### src/rtl/nibble_serial_reducer_if.sv
// Valid/ready operand stream in, reduced result out.
interface nibble_serial_reducer_if #(
  parameter int WIDTH   = 16,
  parameter int COUNT_W = 8
);
  logic               in_valid;
  logic               in_ready;
  logic [WIDTH-1:0]   in_data;
  logic               in_last;
  logic               out_valid;
  logic               out_ready;
  logic [WIDTH-1:0]   out_sum;
  logic               out_overflow;
  logic [COUNT_W-1:0] out_count;

  // Producer/consumer side
  modport master (
    output in_valid, in_data, in_last, out_ready,
    input  in_ready, out_valid, out_sum, out_overflow, out_count
  );

  // Reducer side
  modport slave (
    input  in_valid, in_data, in_last, out_ready,
    output in_ready, out_valid, out_sum, out_overflow, out_count
  );
endinterface

### src/rtl/nibble_serial_reducer.sv
// Serial reducer: sums an operand stream one nibble per cycle through a
// 4-bit carry-lookahead slice, carrying between nibbles in a register.

// 4-bit carry-lookahead adder slice.
module nibble_serial_reducer_cla4 (
  input  logic [3:0] a,
  input  logic [3:0] b,
  input  logic       ci,
  output logic [3:0] s,
  output logic       co
);
  logic [3:0] g, p, c;

  assign g = a & b;
  assign p = a ^ b;

  // Lookahead carries from generate/propagate terms
  always_comb begin
    c[0] = ci;
    c[1] = g[0] | (p[0] & ci);
    c[2] = g[1] | (p[1] & g[0]) | (p[1] & p[0] & ci);
    c[3] = g[2] | (p[2] & g[1]) | (p[2] & p[1] & g[0]) | (p[2] & p[1] & p[0] & ci);
    co   = g[3] | (p[3] & g[2]) | (p[3] & p[2] & g[1]) | (p[3] & p[2] & p[1] & g[0])
         | (p[3] & p[2] & p[1] & p[0] & ci);
    s    = p ^ c;
  end
endmodule

module nibble_serial_reducer #(
  parameter int WIDTH   = 16,
  parameter int COUNT_W = 8
) (
  input logic                    clk,
  input logic                    rst,
  nibble_serial_reducer_if.slave bus
);
  localparam int NNIB  = WIDTH / 4;
  localparam int IDX_W = (NNIB > 1) ? $clog2(NNIB) : 1;
  localparam logic [IDX_W-1:0] LAST_IDX = IDX_W'(NNIB - 1);

  typedef enum logic [1:0] {IDLE, ADD, DONE} state_t;

  state_t                 state, state_nxt;
  logic [NNIB-1:0][3:0]   acc;
  logic [NNIB-1:0][3:0]   op;
  logic                   last;
  logic                   carry;
  logic [IDX_W-1:0]       idx;
  logic                   ovf;
  logic [COUNT_W-1:0]     cnt;
  logic [3:0]             nib_sum;
  logic                   nib_co;
  logic                   last_nib;

  assign last_nib = (idx == LAST_IDX);

  nibble_serial_reducer_cla4 u_cla (
    .a  (acc[idx]),
    .b  (op[idx]),
    .ci (carry),
    .s  (nib_sum),
    .co (nib_co)
  );

  assign bus.out_sum      = acc;
  assign bus.out_overflow = ovf;
  assign bus.out_count    = cnt;

  // State register
  always_ff @(posedge clk) begin
    if (rst) state <= IDLE;
    else     state <= state_nxt;
  end

  // Next state and handshake outputs
  always_comb begin
    state_nxt     = state;
    bus.in_ready  = 1'b0;
    bus.out_valid = 1'b0;
    case (state)
      IDLE: begin
        bus.in_ready = 1'b1;
        if (bus.in_valid) state_nxt = ADD;
      end
      ADD: begin
        if (last_nib) state_nxt = last ? DONE : IDLE;
      end
      DONE: begin
        bus.out_valid = 1'b1;
        if (bus.out_ready) state_nxt = IDLE;
      end
      default: state_nxt = IDLE;
    endcase
  end

  // Datapath: operand latch, nibble-serial accumulate, sticky overflow, count
  always_ff @(posedge clk) begin
    if (rst) begin
      acc   <= '0;
      op    <= '0;
      last  <= 1'b0;
      carry <= 1'b0;
      idx   <= '0;
      ovf   <= 1'b0;
      cnt   <= '0;
    end else begin
      case (state)
        IDLE: if (bus.in_valid) begin
          op    <= bus.in_data;
          last  <= bus.in_last;
          idx   <= '0;
          carry <= 1'b0;
          if (cnt != '1) cnt <= cnt + 1'b1;
        end
        ADD: begin
          acc[idx] <= nib_sum;
          if (last_nib) begin
            // Carry out of the top nibble is the operand overflow
            ovf   <= ovf | nib_co;
            carry <= 1'b0;
            idx   <= '0;
          end else begin
            carry <= nib_co;
            idx   <= idx + 1'b1;
          end
        end
        DONE: if (bus.out_ready) begin
          acc <= '0;
          ovf <= 1'b0;
          cnt <= '0;
        end
        default: ;
      endcase
    end
  end
endmodule

### src/flat_wrapper.sv
// flat-port wrapper written by rule: the top's interface ports become plain ports
module nibble_serial_reducer_flat 
#(
  parameter int WIDTH   = 16,
  parameter int COUNT_W = 8
)
  (clk, rst, bus_in_valid, bus_in_data, bus_in_last, bus_out_ready, bus_in_ready, bus_out_valid, bus_out_sum, bus_out_overflow, bus_out_count);
  nibble_serial_reducer_if #(.WIDTH(WIDTH), .COUNT_W(COUNT_W)) bus_i ();
  input logic clk;
  input logic rst;
  input wire logic [$bits(bus_i.in_valid)-1:0] bus_in_valid;
  input wire logic [$bits(bus_i.in_data)-1:0] bus_in_data;
  input wire logic [$bits(bus_i.in_last)-1:0] bus_in_last;
  input wire logic [$bits(bus_i.out_ready)-1:0] bus_out_ready;
  output wire logic [$bits(bus_i.in_ready)-1:0] bus_in_ready;
  output wire logic [$bits(bus_i.out_valid)-1:0] bus_out_valid;
  output wire logic [$bits(bus_i.out_sum)-1:0] bus_out_sum;
  output wire logic [$bits(bus_i.out_overflow)-1:0] bus_out_overflow;
  output wire logic [$bits(bus_i.out_count)-1:0] bus_out_count;
  assign bus_i.in_valid = bus_in_valid;
  assign bus_i.in_data = bus_in_data;
  assign bus_i.in_last = bus_in_last;
  assign bus_i.out_ready = bus_out_ready;
  assign bus_in_ready = bus_i.in_ready;
  assign bus_out_valid = bus_i.out_valid;
  assign bus_out_sum = bus_i.out_sum;
  assign bus_out_overflow = bus_i.out_overflow;
  assign bus_out_count = bus_i.out_count;
  nibble_serial_reducer #(.WIDTH(WIDTH), .COUNT_W(COUNT_W)) u_core (.clk(clk), .rst(rst), .bus(bus_i));
endmodule
### config.mk
export PLATFORM = sky130hd
export DESIGN_NAME = nibble_serial_reducer_flat
export DESIGN_NICKNAME = d
export VERILOG_FILES = /design/src/rtl/nibble_serial_reducer_if.sv /design/src/rtl/nibble_serial_reducer.sv /design/src/flat_wrapper.sv
export SDC_FILE = /design/constraint.sdc
export NUM_CORES = 1
export LEC_CHECK = 0
export CAP_MARGIN = 20
export CORE_MARGIN = 2
export CORE_UTILIZATION = 36
export CTS_CLUSTER_DIAMETER = 80
export CTS_CLUSTER_SIZE = 10
export DETAILED_ROUTE_END_ITERATION = 10
export GPL_ROUTABILITY_DRIVEN = 0
export SLEW_MARGIN = 20
export SYNTH_ARGS = -nofsm -noshare
export SYNTH_HDL_FRONTEND = slang
export SYNTH_SLANG_ARGS = --single-unit
### constraint.sdc
create_clock -name clk -period 3.5 [get_ports clk]
set_input_delay 0.7 -clock clk [delete_from_list [all_inputs] [get_ports clk]]
set_output_delay 0.7 -clock clk [all_outputs]
set_load 0.1 [all_outputs]
Word-level counts from Yosys, hierarchy flattened
Cells that the tools add are included.
{"block": "totals", "register_bits": 47, "in_bits": 21, "out_inout_bits": 27, "wordCells": 96}
{"block": "op_classes", "add_sub_neg": 2, "n_lt_le_gt_ge": 2, "n_eq_ne": 8, "mux": 29, "n_bitwise": 30, "n_reduce_logical": 11}
{"cell": "16-bit case mux with 2 select lines", "n": 1}
{"cell": "8-bit 2-to-1 mux", "n": 3}
{"cell": "1-bit AND", "n": 16}
{"cell": "4-bit binary-select mux with 2-bit select", "n": 2}
{"cell": "16-bit bitwise mux", "n": 1}
{"cell": "16-bit 2-to-1 mux", "n": 1}
{"cell": "8-bit case mux with 2 select lines", "n": 1}
{"cell": "2-bit 2-to-1 mux", "n": 6}
{"cell": "4-bit 2-to-1 mux", "n": 3}
{"cell": "1-bit bitwise OR", "n": 11}
{"cell": "8-bit by 1-bit adder with 8-bit output (second input constant)", "n": 1}
{"cell": "4-bit demux with 2-bit select", "n": 1}
{"cell": "8-bit != test (second input constant)", "n": 1}
{"cell": "4-bit bitwise XOR", "n": 2}
{"cell": "1-bit 2-to-1 mux", "n": 6}
{"cell": "2-bit case mux with 3 select lines", "n": 1}
{"cell": "2-bit AND reduction", "n": 3}
{"cell": "3-bit AND reduction", "n": 2}
{"cell": "2-bit nonzero test", "n": 3}
{"cell": "4-bit AND", "n": 1}
{"cell": "2-bit equality test (second input constant)", "n": 2}
{"cell": "2-bit by 1-bit != test with 1-bit output (second input constant)", "n": 2}
{"cell": "2-bit != test (second input constant)", "n": 2}
{"cell": "1-bit case mux with 2 select lines", "n": 2}
{"cell": "8 further kinds", "n": 8}

Depth between registers and ports, before layout
Gate-level depths: netlist of run 1.
{"block": "logic_depth", "depth_word": 11, "ltp_mapped": 8, "mapped_depth_nobuf": 6}

Hierarchy
Synthesis of run 1 repeated with hierarchy kept, for this count alone.
{"block": "unflattened", "cells_unflattened": 257, "area_unflattened_um2": 2279.7}
{"mod": "nibble_serial_reducer", "instances": 1, "cells_per_inst": 240, "area_per_inst_um2": 2132.0, "seq_area_each_um2": 940.9}
{"mod": "nibble_serial_reducer_cla4", "instances": 1, "cells_per_inst": 17, "area_per_inst_um2": 147.6, "seq_area_each_um2": 0.0}

Worst setup path after synthesis of run 1
Ideal clock, no wire load.
{"block": "synth_path", "path_type": "register to output", "from": "register u_core.state[1]", "to": "output bus_out_valid", "arrival_time_ns": 1.895, "required_ns": 2.800, "path_slack_ns": 0.905, "stages_incl_launch_ff": 3, "n_path_buf": 1, "cell_sequence": "dfxtp_1 -> buf_6 -> nor2b_1"}
{"block": "synth_between", "elab_chain_cells": 2}
{"item": "start: declaration", "line": "nibble_serial_reducer.sv:43", "rtl": "state_t state, state_nxt;"}
{"item": "start signal: assignment", "line": "nibble_serial_reducer.sv:72", "rtl": "else state <= state_nxt;"}
{"item": "2-bit equality test", "line": "nibble_serial_reducer.sv:80", "rtl": "case (state)"}
{"item": "1-bit 2-to-1 mux", "line": "nibble_serial_reducer.sv:80"}
{"item": "end: declaration", "line": "flat_wrapper.sv:16", "rtl": "output wire logic [$bits(bus_i.out_valid)-1:0] bus_out_valid;"}
No other way between the ends.

Worst setup path after layout of run 1
{"block": "layout_path", "from": "register u_core.idx[0]", "to": "register u_core.ovf (netlist: u_core.bus.out_overflow)"}
{"block": "layout_between", "elab_chain_cells": 11, "elab_cells_between_ends": 23, "classes_between": "eq/ne: 2; mux: 6; bitwise: 14; reduce/logical: 1"}
{"item": "start: declaration", "line": "nibble_serial_reducer.sv:48", "rtl": "logic [IDX_W-1:0] idx;"}
{"item": "start signal: assignment", "line": "nibble_serial_reducer.sv:124", "rtl": "idx <= idx + 1'b1;"}
{"item": "4-bit binary-select mux with 2-bit select, on equally long branches", "line": "nibble_serial_reducer.sv:58, nibble_serial_reducer.sv:59"}
{"item": "4-bit 2-to-1 mux, on equally long branches", "line": "nibble_serial_reducer.sv:58, nibble_serial_reducer.sv:59"}
{"item": "4-bit bitwise XOR / 4-bit AND (equally long branches)", "line": "nibble_serial_reducer.sv:15, nibble_serial_reducer.sv:14"}
{"item": "1-bit AND, on equally long branches", "line": "nibble_serial_reducer.sv:23, nibble_serial_reducer.sv:24"}
{"item": "1-bit bitwise OR (tied with other cells) (2 in a row)", "line": "nibble_serial_reducer.sv:23", "rtl": "co = g[3] | (p[3] & g[2]) | (p[3] & p[2] & g[1]) | (p[3] & p[2] & p[1] & g[0])"}
{"item": "1-bit bitwise OR / 1-bit AND (equally long branches)", "line": "nibble_serial_reducer.sv:23, nibble_serial_reducer.sv:24"}
{"item": "1-bit bitwise OR", "line": "nibble_serial_reducer.sv:24", "rtl": "| (p[3] & p[2] & p[1] & p[0] & ci);"}
{"item": "1-bit bitwise OR", "line": "nibble_serial_reducer.sv:119", "rtl": "ovf <= ovf | nib_co;"}
{"item": "1-bit 2-to-1 mux", "line": "nibble_serial_reducer.sv:117", "rtl": "if (last_nib) begin"}
{"item": "1-bit case mux with 2 select lines", "line": "nibble_serial_reducer.sv:107", "rtl": "case (state)"}
{"item": "end signal: assignment", "line": "nibble_serial_reducer.sv:119"}
{"item": "end: declaration", "line": "nibble_serial_reducer.sv:49", "rtl": "logic ovf;"}
Parallel ways exist; a longest one is shown, timed or not. The select of a mux whose other input is x is not followed.
A chain may end at the register's enable or synchronous reset.

==> impl_metrics.env, run 1 <==
export IMPL_endpoint_kind="flip-flop"
export IMPL_power_static_leakage_nw=1.09
export IMPL_nNetsFinal=337
export IMPL_die_h_um=85.2
export IMPL_n_antenna_cell=0
export IMPL_first_iter_violations=95
export IMPL_ys_seq_area_share_pct=39.7
export IMPL_startpoint_type="flip-flop"
export IMPL_grt_max_degree=22
export IMPL_io_pins=48
export IMPL_synth_area_um2=2370
export IMPL_status="finished, final reports clean"
export IMPL_finalCritPeriodShare_pct=77.1
export IMPL_synth_ff_type="dfxtp_1"
export IMPL_worst_pin_slew_ps=969
export IMPL_grt_pass1_wl_mm=9.08
export IMPL_power_frac_clock_pct=30.4
export IMPL_max_slew_margin_pct=35.2
export IMPL_synth_edf_count=0
export IMPL_final_antenna_net_count=0
export IMPL_total_power_mw=1.10
export IMPL_synth_area_per_cell_um2=8.92
export IMPL_slew_violations=0
export IMPL_grt_ovfl_total=0
export IMPL_mostFrequentLayoutCells="47 x dfxtp_1, 44 x clkdlybuf4s50_1, 41 x nand2_1, 24 x a21oi_1, 23 x nor2_1"
export IMPL_drive_gt1_share_pct=8.52
export IMPL_rows=29
export IMPL_grt_usage_pct=15.7
export IMPL_switching_share_pct=28.6
export IMPL_vias=2029
export IMPL_power_density_nw_per_um2=372
export IMPL_arrival_ps=2920
export IMPL_synth_top_area_share_pct=39.7
export IMPL_first_pass_iters=4
export IMPL_layout_commonest_cell="dfxtp_1"
export IMPL_hpwl_mm=3.97
export IMPL_die_area_um2=7250
export IMPL_combinationalPowerShare_pct=17.6
export IMPL_final_setup_tns_ps=0
export IMPL_die_x_um=85.2
export IMPL_rsz0062_at_grt="false"
export IMPL_cts_sinks=47
export IMPL_irDropWorstVdd_mv=0.213
export IMPL_async_flop_share_pct=0
export IMPL_clock_fmax_mhz=371
export IMPL_ys_warn_count=0
export IMPL_syn_inst=266
export IMPL_p_int_mw=0.785
export IMPL_cts_hold_buf=0
export IMPL_setup_viol=0
export IMPL_switching_power_mw=0.315
export IMPL_holdCritPathClass="flip-flop to flip-flop"
export IMPL_wire_per_inst_um=14.3
export IMPL_start_util_pct=37.4
export IMPL_synth_cell_types=38
export IMPL_synth_area_top_cells="dfxtp_1 40%, mux4_2 7.6%, nand2_1 6.5%, ha_1 5.3%, a21oi_1 5.1%"
export IMPL_cts_tree="built"
export IMPL_worstSetupPathType="flip-flop to flip-flop"
export IMPL_viasPerCell=5.31
export IMPL_finalClockSkew_ps=6.32
export IMPL_yosys_area_top_type="dfxtp_1"
export IMPL_drc=0
export IMPL_synth_nets=298
export IMPL_clk_insertion_delay_late_ps=300
export IMPL_final_min_clock_period_ps=2700
export IMPL_clockBufferDepth=2
export IMPL_htree_levels=2
export IMPL_grt_antenna_before_repair=0
export IMPL_cp_required_ps=3730
export IMPL_cts_resized=0
export IMPL_path_max_fanout=9
export IMPL_p_seq_share_pct=52.1
export IMPL_port_buffers=47
export IMPL_path_clk_slew_ps=90
export IMPL_areaGrowthSynthToFinish_pct=24.5
export IMPL_core_area_um2=6350
export IMPL_synth_seq_cells=47
export IMPL_cts_setup_buffers=0
export IMPL_wirelength_mm=5.47
export IMPL_final_hold_violation_count=0
export IMPL_clockRootBuffer="clkbuf_8"
export IMPL_grt_pass1_vias=1967
export IMPL_cts_inserted_buffers=5
export IMPL_cap_violations=0
## area by class of cell
type	count	area, µm²
clock buffer	6	82.6
clock inverter	1	5.00
fill	608	3400
inverter	5	18.8
multi-input combinational	195	1320
sequential	47	941
tap	77	96.3
timing repair buffer	51	493
## metal layers
layer / GRT usage (%) / wire (µm) / up-vias
li1: - / - / 1019
met3: 2.72 / 233 / 10
met2: 25.3 / 2500 / 54
met4: 6.06 / 104 / 0
met1: 21.1 / 2640 / 946
met5: 0 / 0 / -
## kinds of logic after synthesis
group                    count (synthesis)  synth area share, %
AO/OA/AOI/OAI                           52                 13.8
adder cells (fa/ha/maj)                 11                 6.12
multiplexers                            10                 8.44
AND/OR/NAND/NOR                        118                 25.7
XOR/XNOR                                 4                 1.48
buffers and inverters                   24                 4.80
flip-flops                              47                 39.7
## critical path: stages (launching register included)
cell and delay, ps:
dfxtp_1 520, buf_4 250, mux4_2 520, ha_1 370
o21ai_0 100, o21bai_1 480, nand2_1 170, a211oi_1 210
## stage by stage
stage	instance area [µm²]	hold WS [ps]	std cells	util, %	setup WS (ps)
6_report	2950	456	382	46.5	802
5_1_grt	2950	479	382	46.5	505
4_1_cts	2950	459	382	46.5	743
3_5_place_dp	2870	447	375	45.1	760
3_3_place_gp	2870	442	375	45.1	854
2_1_floorplan	2370	433	266	-	905
## sequential cells by signal (all words and copies together) (netlist names)
| register | cells |
|---|---|
| u_core.op | 16 |
| u_core.bus.out_overflow | 1 |
| u_core.carry | 1 |
| u_core.bus.out_sum | 16 |
| u_core.idx | 2 |
| u_core.state | 2 |
| u_core.last | 1 |
| u_core.bus.out_count | 8 |
## cells in the mapped netlist, types with 5 or more instances
| cell type | count |
|---|---|
| mux4_2 | 8 |
| nand3_1 | 14 |
| a22oi_1 | 8 |
| nand3b_1 | 8 |
| buf_2 | 7 |
| and3b_1 | 5 |
| ha_1 | 10 |
| clkbuf_1 | 10 |
| inv_1 | 5 |
| nor2b_1 | 6 |
| nor2_1 | 23 |
| nand2_1 | 41 |
| o21ai_0 | 5 |
| dfxtp_1 | 47 |
| a21oi_1 | 24 |
## power by group through the flow
stage	logic, mW	registers, mW	clock network, mW
3_3_place_gp	0.193	0.586	0
6_report	0.193	0.573	0.334
3_5_place_dp	0.193	0.586	0
5_1_grt	0.209	0.577	0.365
4_1_cts	0.194	0.573	0.345
2_1_floorplan	0.108	0.614	0
## final timing paths
kind              depth (start not counted)                       to          start  slack (ps)
setup / recovery                          7  u_core.bus.out_overflow  u_core.idx[0]         800
hold reg to reg                           2             u_core.op[9]   u_core.op[9]         460
hold / removal                            2             u_core.op[9]   u_core.op[9]         460
setup reg to reg                          7  u_core.bus.out_overflow  u_core.idx[0]         800
Power figures use the tool's default switching activity.
==> inputs of run 2 (changes only) <==
==> constraint.sdc (replaced) <==
create_clock -name clk -period 2.38 [get_ports clk]
set_input_delay 0.476 -clock clk [delete_from_list [all_inputs] [get_ports clk]]
set_output_delay 0.476 -clock clk [all_outputs]
set_load 0.1 [all_outputs]
==> run 2 against run 1 <==
Net effect:
- utilization is 0.75 points higher
- critical path type unchanged
- register-to-register slack lost 730 ps
- clock skew is 0.64 ps lower
- combinational power is 53% higher
- cell area grew 1.6%
- clock power up 69%
- sequential share of layout area about the same
- fmax grew 17%
- wire length rose by 1.9%
- flip-flop and latch count did not move
==> impl_metrics.env, run 2 (synthesis gave the netlist of run 1 again) <==
export IMPL_rows=29
export IMPL_io_pins=48
export IMPL_startpoint_type="flip-flop"
export IMPL_irDropWorstVdd_mv=0.348
export IMPL_hpwl_mm=4.09
export IMPL_die_x_um=85.2
export IMPL_htree_levels=2
export IMPL_final_antenna_net_count=0
export IMPL_r2r_end="u_core.bus.out_sum[7]"
export IMPL_whs_endpoint="u_core.op[13]"
export IMPL_drc=0
export IMPL_viasPerCell=5.32
export IMPL_core_area_um2=6350
export IMPL_wirelength_mm=5.58
export IMPL_power_density_nw_per_um2=567
export IMPL_grt_antenna_before_repair=0
export IMPL_final_min_clock_period_ps=2300
export IMPL_setup_viol=0
export IMPL_critical_path_most_common_cell="buf_4"
export IMPL_r2r_cells=8
export IMPL_worst_pin_slew_ps=475
export IMPL_clockRootBuffer="clkbuf_8"
export IMPL_reg2reg_from="u_core.idx[0]"
export IMPL_holdCritPathClass="flip-flop to flip-flop"
export IMPL_grt_pass1_vias=1835
export IMPL_worstSetupPathType="flip-flop to flip-flop"
export IMPL_finalClockSkew_ps=5.69
export IMPL_path_clk_slew_ps=80
export IMPL_final_hold_violation_count=0
export IMPL_path_max_fanout=6
export IMPL_clk_insertion_delay_late_ps=290
export IMPL_die_h_um=85.2
export IMPL_r2r_slack_ps=80
export IMPL_endpoint_kind="flip-flop"
export IMPL_startpoint="u_core.idx[0]"
export IMPL_drive_gt1_share_pct=22.4
export IMPL_final_util_pct=47.3
export IMPL_clock_fmax_mhz=434
export IMPL_arrival_ps=2480
export IMPL_first_iter_violations=127
export IMPL_cts_inserted_buffers=5
export IMPL_slew_violations=0
export IMPL_multi_input_area_um2=1330
export IMPL_mostFrequentLayoutCells="41 x nand2_1, 36 x buf_4, 36 x dfxtp_1, 23 x nor2_1, 23 x a21oi_1"
export IMPL_cts_setup_buffers=0
export IMPL_cts_tree="built"
export IMPL_max_slew_margin_pct=68.2
export IMPL_critPathMaxStageDelay_ps=570
export IMPL_cpMaxStageDelayCell="mux4_2"
export IMPL_vias=2068
export IMPL_grt_ovfl_total=0
export IMPL_status="finished, final reports clean"
export IMPL_whs_ps=454
export IMPL_power_static_leakage_nw=1.19
export IMPL_n_fill_cell=636
export IMPL_grt_usage_pct=15.7
export IMPL_whs_path_depth=2
export IMPL_nNetsFinal=344
export IMPL_cts_sinks=47
export IMPL_wire_per_inst_um=14.3
export IMPL_port_buffers=47
export IMPL_die_area_um2=7250
export IMPL_grt_pass1_wl_mm=9.03
export IMPL_clockBufferDepth=2
export IMPL_cap_violations=0
export IMPL_min_from="u_core.op[13]"
export IMPL_areaGrowthSynthToFinish_pct=26.5
export IMPL_layout_commonest_cell="nand2_1"
export IMPL_crit_chain="buf_4 > mux4_2 > ha_1 > a211oi_1 > o21bai_2 > buf_4 > nand3_1 > o211ai_1"
export IMPL_finalCritPeriodShare_pct=96.8
export IMPL_grt_max_degree=32
export IMPL_first_pass_iters=4
export IMPL_start_util_pct=37.4
export IMPL_regArea_um2=955
export IMPL_n_antenna_cell=0
export IMPL_cp_required_ps=2560
[run 2: power by group]
group | total, mW | internal (mW) | switching [mW] | leakage [nW]
clock network | 0.565 | 0.308 | 0.257 | 0.0513
logic | 0.295 | 0.115 | 0.180 | 0.753
registers | 0.841 | 0.815 | 0.0253 | 0.388
[run 2: metal layers]
layer  track usage, %  share of wire [%]  vias up
met5                0                  0        -
li1                 -                  -     1037
met4             5.34                1.4        0
met1             22.7                 47      962
met2             23.5                 45       62
met3             3.02                6.3        7
[run 2: worst max-delay path, delay by kind of cell (launching register included)]
kind | cells | cell delay, ps
AOI/OAI and AO/OA | 3 | 530
adders and majority gates | 1 | 340
and+or+nand+nor | 1 | 60
muxes | 1 | 570
DFF | 1 | 350
buffers and inverters | 2 | 330
[run 2: area by class of cell]
type / count / share of cell area, %
repair buffers: 58 / 16.7
well taps: 77 / 3.21
multi-input cells: 195 / 44.2
inverters: 5 / 0.625
clock buffers: 6 / 2.42
flip-flops and latches: 47 / 31.8
clock inverters: 1 / 1.00
[run 2: per-stage QoR]
stage | total power, mW | setup WS [ps] | cells | TNS [ps] | area [µm²]
4_1_cts | 1.72 | 43.2 | 389 | 0 | 2990
6_report | 1.70 | 76.0 | 389 | 0 | 3000
5_1_grt | 1.78 | -6.12 | 389 | -11.4 | 3000
2_1_floorplan | 1.06 | 4.73 | 266 | 0 | 2390
3_5_place_dp | 1.15 | 65.0 | 382 | 0 | 2890
3_3_place_gp | 1.15 | 122 | 382 | 0 | 2890
[run 2: worst max-delay path by stage]
| stage | slack (ps) | cells after the start | to |
|---|---|---|---|
| after CTS | 40 | 7 | u_core.bus.out_overflow |
| after global routing | -6 | 7 | u_core.bus.out_sum[6] |
| after floorplan | 5 | 7 | u_core.bus.out_overflow |
| after global placement | 120 | 8 | u_core.bus.out_sum[14] |
| final | 80 | 8 | u_core.bus.out_sum[7] |
| after detailed placement | 60 | 8 | u_core.bus.out_sum[14] |
[run 2: timing repair]
item                                    4_1_cts  5_1_grt
endpoints found under the setup margin        0        8
hold buffers                                  0        0
gates resized for setup                       0        4
